$ cat src/rtl/occupancy_pkg.sv
// Shared types and sensor encodings for the parking-lot occupancy tracker.
package occupancy_pkg;

   // Per-lane sequence states; sensor pairs are written as {outer,inner}.
   typedef enum logic [2:0] {
      IDLE  = 3'd0,
      ENT_O = 3'd1,
      ENT_B = 3'd2,
      ENT_I = 3'd3,
      EXT_I = 3'd4,
      EXT_B = 3'd5,
      EXT_O = 3'd6,
      ERR   = 3'd7
   } lane_state_t;

   localparam logic [1:0] S_CLEAR = 2'b00;
   localparam logic [1:0] S_INNER = 2'b01;
   localparam logic [1:0] S_OUTER = 2'b10;
   localparam logic [1:0] S_BOTH  = 2'b11;

endpackage : occupancy_pkg

$ cat src/rtl/occupancy_tracker_lane_fsm.sv
// One lane's outer/inner photo-sensor sequence tracker.
// commit_*_o are combinational and fire on the cycle that samples the final
// 00; enter_o/exit_o are the registered one-cycle pulses that follow.
module lane_fsm
   import occupancy_pkg::*;
(
   input  logic       Clk,
   input  logic       Rst,
   input  logic [1:0] Sensor,
   output logic       commit_ent_o,
   output logic       commit_ext_o,
   output logic       enter_o,
   output logic       exit_o,
   output logic       err_o
);

   lane_state_t state_q, state_d;
   logic        enter_q, exit_q;

   // Next-state decode and commit detection for the entry/exit sequences.
   always_comb begin
      state_d      = state_q;
      commit_ent_o = 1'b0;
      commit_ext_o = 1'b0;
      case (state_q)
         IDLE: begin
            case (Sensor)
               S_OUTER: state_d = ENT_O;
               S_INNER: state_d = EXT_I;
               S_BOTH:  state_d = ERR;
               default: state_d = IDLE;
            endcase
         end
         ENT_O: begin
            case (Sensor)
               S_BOTH:  state_d = ENT_B;
               S_CLEAR: state_d = IDLE;
               S_INNER: state_d = ERR;
               default: state_d = ENT_O;
            endcase
         end
         ENT_B: begin
            case (Sensor)
               S_INNER: state_d = ENT_I;
               S_OUTER: state_d = ENT_O;
               S_CLEAR: state_d = ERR;
               default: state_d = ENT_B;
            endcase
         end
         ENT_I: begin
            case (Sensor)
               S_CLEAR: begin
                  state_d      = IDLE;
                  commit_ent_o = 1'b1;
               end
               S_BOTH:  state_d = ENT_B;
               S_OUTER: state_d = ERR;
               default: state_d = ENT_I;
            endcase
         end
         EXT_I: begin
            case (Sensor)
               S_BOTH:  state_d = EXT_B;
               S_CLEAR: state_d = IDLE;
               S_OUTER: state_d = ERR;
               default: state_d = EXT_I;
            endcase
         end
         EXT_B: begin
            case (Sensor)
               S_OUTER: state_d = EXT_O;
               S_INNER: state_d = EXT_I;
               S_CLEAR: state_d = ERR;
               default: state_d = EXT_B;
            endcase
         end
         EXT_O: begin
            case (Sensor)
               S_CLEAR: begin
                  state_d      = IDLE;
                  commit_ext_o = 1'b1;
               end
               S_BOTH:  state_d = EXT_B;
               S_INNER: state_d = ERR;
               default: state_d = EXT_O;
            endcase
         end
         default: begin
            if (Sensor == S_CLEAR) state_d = IDLE;
         end
      endcase
   end

   // State register and registered event pulses; reset discards in-flight sequences.
   always_ff @(posedge Clk) begin
      if (Rst) begin
         state_q <= IDLE;
         enter_q <= 1'b0;
         exit_q  <= 1'b0;
      end else begin
         state_q <= state_d;
         enter_q <= commit_ent_o;
         exit_q  <= commit_ext_o;
      end
   end

   assign enter_o = enter_q;
   assign exit_o  = exit_q;
   assign err_o   = (state_q == ERR);

endmodule : lane_fsm

$ cat src/rtl/occupancy_tracker.sv
// Multi-lane occupancy counter: per-lane sequence FSMs feed a shared
// saturating counter with full/empty flags and a sticky overflow flag.
module occupancy_tracker
   import occupancy_pkg::*;
#(
   parameter  int unsigned LANES    = 2,
   parameter  int unsigned CAPACITY = 16,
   localparam int unsigned CNT_W    = $clog2(CAPACITY + 1)
) (
   input  logic                 Clk,
   input  logic                 Rst,
   input  logic [2*LANES-1:0]   Sensor,
   output logic [LANES-1:0]     Enter,
   output logic [LANES-1:0]     Exit,
   output logic [LANES-1:0]     LaneErr,
   output logic [CNT_W-1:0]     Count,
   output logic                 Full,
   output logic                 Empty,
   output logic                 Overflow
);

   localparam int unsigned SUM_W = CNT_W + 4;
   localparam logic signed [SUM_W-1:0] CAP_S = SUM_W'(CAPACITY);

   logic [LANES-1:0]        ent_commit, ext_commit;
   logic [SUM_W-1:0]        ent_cnt, ext_cnt;
   logic signed [SUM_W-1:0] sum;
   logic [CNT_W-1:0]        count_q, count_d;
   logic                    ovf_q, ovf_d;

   for (genvar g = 0; g < LANES; g++) begin : g_lane
      lane_fsm u_lane (
         .Clk          (Clk),
         .Rst          (Rst),
         .Sensor       (Sensor[2*g+1:2*g]),
         .commit_ent_o (ent_commit[g]),
         .commit_ext_o (ext_commit[g]),
         .enter_o      (Enter[g]),
         .exit_o       (Exit[g]),
         .err_o        (LaneErr[g])
      );
   end

   // Popcount of lanes committing this cycle, then net and clamp.
   always_comb begin
      ent_cnt = '0;
      ext_cnt = '0;
      for (int unsigned i = 0; i < LANES; i++) begin
         ent_cnt = ent_cnt + SUM_W'(ent_commit[i]);
         ext_cnt = ext_cnt + SUM_W'(ext_commit[i]);
      end
      sum     = $signed({4'b0000, count_q}) + $signed(ent_cnt) - $signed(ext_cnt);
      count_d = sum[CNT_W-1:0];
      ovf_d   = ovf_q;
      if (sum < 0) begin
         count_d = '0;
         ovf_d   = 1'b1;
      end else if (sum > CAP_S) begin
         count_d = CNT_W'(CAPACITY);
         ovf_d   = 1'b1;
      end
   end

   // Occupancy counter and sticky overflow flag.
   always_ff @(posedge Clk) begin
      if (Rst) begin
         count_q <= '0;
         ovf_q   <= 1'b0;
      end else begin
         count_q <= count_d;
         ovf_q   <= ovf_d;
      end
   end

   assign Count    = count_q;
   assign Overflow = ovf_q;
   assign Full     = (count_q == CNT_W'(CAPACITY));
   assign Empty    = (count_q == '0);

endmodule : occupancy_tracker

$ cat config.mk
export PLATFORM = sky130hd
export DESIGN_NAME = occupancy_tracker
export DESIGN_NICKNAME = d
export VERILOG_FILES = /design/src/rtl/occupancy_pkg.sv /design/src/rtl/occupancy_tracker_lane_fsm.sv /design/src/rtl/occupancy_tracker.sv
export SDC_FILE = /design/constraint.sdc
export NUM_CORES = 1
export LEC_CHECK = 0
export ABC_AREA = 0
export CORE_ASPECT_RATIO = 1.4
export CORE_MARGIN = 3
export CORE_UTILIZATION = 30
export CTS_BUF_LIST = sky130_fd_sc_hd__clkbuf_4
export DETAILED_ROUTE_END_ITERATION = 12
export PLACE_DENSITY_LB_ADDON = 0.12
export SYNTH_ARGS = -nofsm -noshare
export SYNTH_HDL_FRONTEND = slang
export SYNTH_SLANG_ARGS = --single-unit
$ cat constraint.sdc
create_clock -name Clk -period 7.65 [get_ports Clk]
set_clock_uncertainty 0.2 [all_clocks]
set_input_delay 1.53 -clock Clk [delete_from_list [all_inputs] [get_ports Clk]]
set_output_delay 1.53 -clock Clk [all_outputs]
set_load 0.1 [all_outputs]
==> metrics.md <==
| Metric | Value |
|---|---|
| Sequential Power Share | `31.7%` |
| Worst Path Required | `7.62 ns` |
| Crit-path cells | `clkdlybuf4s50_1 > inv_1 > ha_1 > and4_1 > fa_1 > inv_1 > fa_1 > ha_1 > fa_1 > xnor2_1 > or4_1 > o21a_2 > o41a_1` |
| Routed via count | `around 1200` |
| # fillers | `between 500 and 600` |
| Layout cells sized above 1 | `about 4.3%` |
| Tightest Hold Check Type | `flop to flop` |
| IO Port Bufs | `19` |
| Total power | `468 µW` |
| WL final | `a little over 3000 µm` |
| Clock share of power | `under 10%` |
| Combinational share of power | `58.7%` |
| Chip width | `around 65 µm` |
| Period utilisation layout | `a little over two thirds` |
| Cts bufs inserted | `3` |
| Most common cell after layout, fill and taps aside | `ha_1` |
| Worst setup slack after placement | `1.93 ns` |
| Crit path DAT | `~5.4 ns` |
| Placed cell count | `approximately 240` |
| Root Buffer | `clkbuf_4` |
| Final Cell Area | `~0.0017 mm²` |
| Die Y | `88.4 µm` |
| Core Rows | `29` |
| Sw Ratio | `53.1%` |
| Post-synth top area cell | `dfxtp_1` |
| Finished Layout Cells | `roughly 250` |
| H-tree levels | `1` |
| Worst setup EP type | `flop` |
| Peak supply drop | `0.0724 mV` |
| Relative slew margins | `about a third` |
| Nets | `219` |
| Setup TNS | `0 ns` |
| Most frequent cells in the layout | `23 x ha_1, 19 x inv_1, 19 x clkdlybuf4s50_1` |
| FMAX | `approximately 190 MHz` |
| Cts hold-fix bufs | `0` |
| Clock buffer depth | `2` |
| CTS clk-pin slew, worst paths | `around 0.090 ns` |
| Synth-to-Final Area Change | `14.8%` |
| Dpl cell area | `about 0.0016 mm²` |
| DRT antenna net count | `0` |
| CTS tree | `yes` |
| Ys async rst share | `0%` |
| Die footprint | `0.00573 mm²` |
| Hold Violations, Final | `0` |
| Number of global-route vias before repair | `about 1200` |
| Initial antenna violation count | `0` |
| Synth Instances | `176` |
| Setup WS post-layout | `2.26 ns` |
| Max incr delay on CP | `~0.57 ns` |
| RSZ-0062 raised after global routing | `false` |
| Average cell area after synthesis | `just over 8 µm²` |
| Pwr/cell area | `280 mW/mm²` |
| First-pass GRT wire length | `5360 µm` |
| Cell area after synthesis | `0.00146 mm²` |
| 1st-iter DRT viols | `31` |
| Worst Hold Path Cells | `1` |
| Slowest CP cell | `clkdlybuf4s50_1` |
| Post-synth cell types | `49` |
| Post-synth EDFFs | `0` |
| Outcome | `completed` |
| Largest net degree at the start of global routing | `16` |
| Top post-synthesis cells by area | `dfxtp_1 22%, ha_1 20%, inv_1 4.9%, fa_1 4.1%, a21oi_1 3.8%` |
| Setup bufs post-CTS | `0` |
| Switch Pwr | `248 µW` |
| Met1 GRT Util | `between 10% and 20%` |
| Drt drc | `0` |
| Crit path top cell by count | `fa_1` |
| Met2 Resource Use GR | `about 22%` |
| Avg WL per Cell | `between 10 and 15 µm` |
| Startpoint types | `input pin` |
| Flop2flop setup slack | `3.80 ns` |
| Worst Tran Pin Value | `between 0.9 and 1 ns` |
| Final Max Tran Viols | `0` |
| I/O pins | `20` |
| Worst skew pair latency | `about 0.28 ns` |
| Cts repair resizes | `0` |
| Synth Flop Type | `dfxtp_1` |
| #FFs+latches synth | `16` |
| CTS Sinks | `16` |
| GRT busiest layer | `met2` |
| Pleak | `0.000688 µW` |
| Synthesis Warnings | `0` |
| Via density | `slightly below 5` |
| Syn nets | `between 200 and 250` |
| GRT Residual Overflow | `0` |
| M3 GR Usage | `less than 1%` |
| Max Fanout on Critical Path | `7` |
| WP depth | `13` |
| # setup viols final | `0` |
| Ant. Diodes | `0` |
| Final HPWL DP | `2490 µm` |
| Internal Power | `219 µW` |
| CP Buf/Inv Count | `3` |
| Sequential area share after synthesis | `22.0%` |
| Min Tclk post-route | `~5.4 ns` |
| # Max-Cap Violations | `0` |
| Initial core utilization | `between 30% and 40%` |
| Gp weighted congestion | `between 0.8 and 0.9` |
| Area of the core | `roughly 0.0046 mm²` |
| Top-area cell type share of the netlist area | `22.0%` |
| Worst reg2reg path depth | `11` |
| First-pass DRT Iterations | `3` |
| Setup CP Type | `input pin to flop` |
| Crit path max-delay family | `adder cells` |
| Tot GR Track Use | `a little under an eighth` |
## synthesized netlist by cell type (2+ instances only)
| cell | number |
|---|---|
| nand2b_1 | 3 |
| a31oi_1 | 3 |
| inv_1 | 19 |
| and2_1 | 2 |
| nand2_1 | 13 |
| dfxtp_1 | 16 |
| ha_1 | 23 |
| nor3_1 | 8 |
| buf_4 | 6 |
| mux2i_1 | 2 |
| a21oi_1 | 11 |
| a22oi_1 | 2 |
| o21ai_0 | 6 |
| nor2b_1 | 4 |
| xnor2_1 | 2 |
| nor2_1 | 13 |
| clkbuf_1 | 5 |
| fa_1 | 3 |
| o211ai_1 | 3 |
| nor4b_1 | 2 |
| and4_1 | 2 |
## sequential cells by signal, summed over array words and instances, names as in the netlist
signal                 flops
Overflow                   1
Count                      5
g_lane.u_lane.state_q      6
g_lane.u_lane.exit_o       2
g_lane.u_lane.enter_o      2
## per-layer routing
| layer | part of all wire (%) | up-vias |
|---|---|---|
| met5 | 0 | - |
| met4 | 2.9 | 0 |
| met3 | 1.9 | 6 |
| met2 | 53 | 18 |
| met1 | 42 | 573 |
| li1 | - | 623 |
## stage by stage
step                util, %  hold slack [ns]
floorplan                 -            0.416
global placement       35.7            0.285
detailed placement     35.7            0.295
CTS                    36.2            0.317
global route           36.2            0.345
finish                 36.2            0.306
## power by group through the flow
stage,Clock [µW],Combinational [µW],Sequential (µW)
3_5_place_dp,0,275,150
3_3_place_gp,0,271,148
6_report,45.1,274,148
2_1_floorplan,0,207,163
5_1_grt,51.0,299,155
4_1_cts,47.8,275,148
## layout make-up
cell class	count	area (µm²)	area share, %
inverter	19	71.3	4.27
clock inverter	1	3.75	0.225
multi-input combinational	128	985	59.0
clock buffer	3	22.5	1.35
tap	62	77.6	4.64
timing repair buffer	19	190	11.4
sequential	16	320	19.2
## cells by family after synthesis
family                   share of synthesized area (%)
flip-flops                                        22.0
buffers and inverters                             10.3
adder cells (fa/ha/maj)                           23.9
AO/OA/AOI/OAI                                     18.2
XOR/XNOR                                          1.81
multiplexers                                      2.92
AND/OR/NAND/NOR                                   20.8
## path summary, 6_finish.rpt
kind               to                   startpoint
min reg2reg  Overflow                     Overflow
max          Overflow                    Sensor[2]
min          Overflow                     Overflow
max reg2reg  Overflow  g_lane[1].u_lane.state_q[0]
Note: power is estimated with default switching activity, not from simulation.
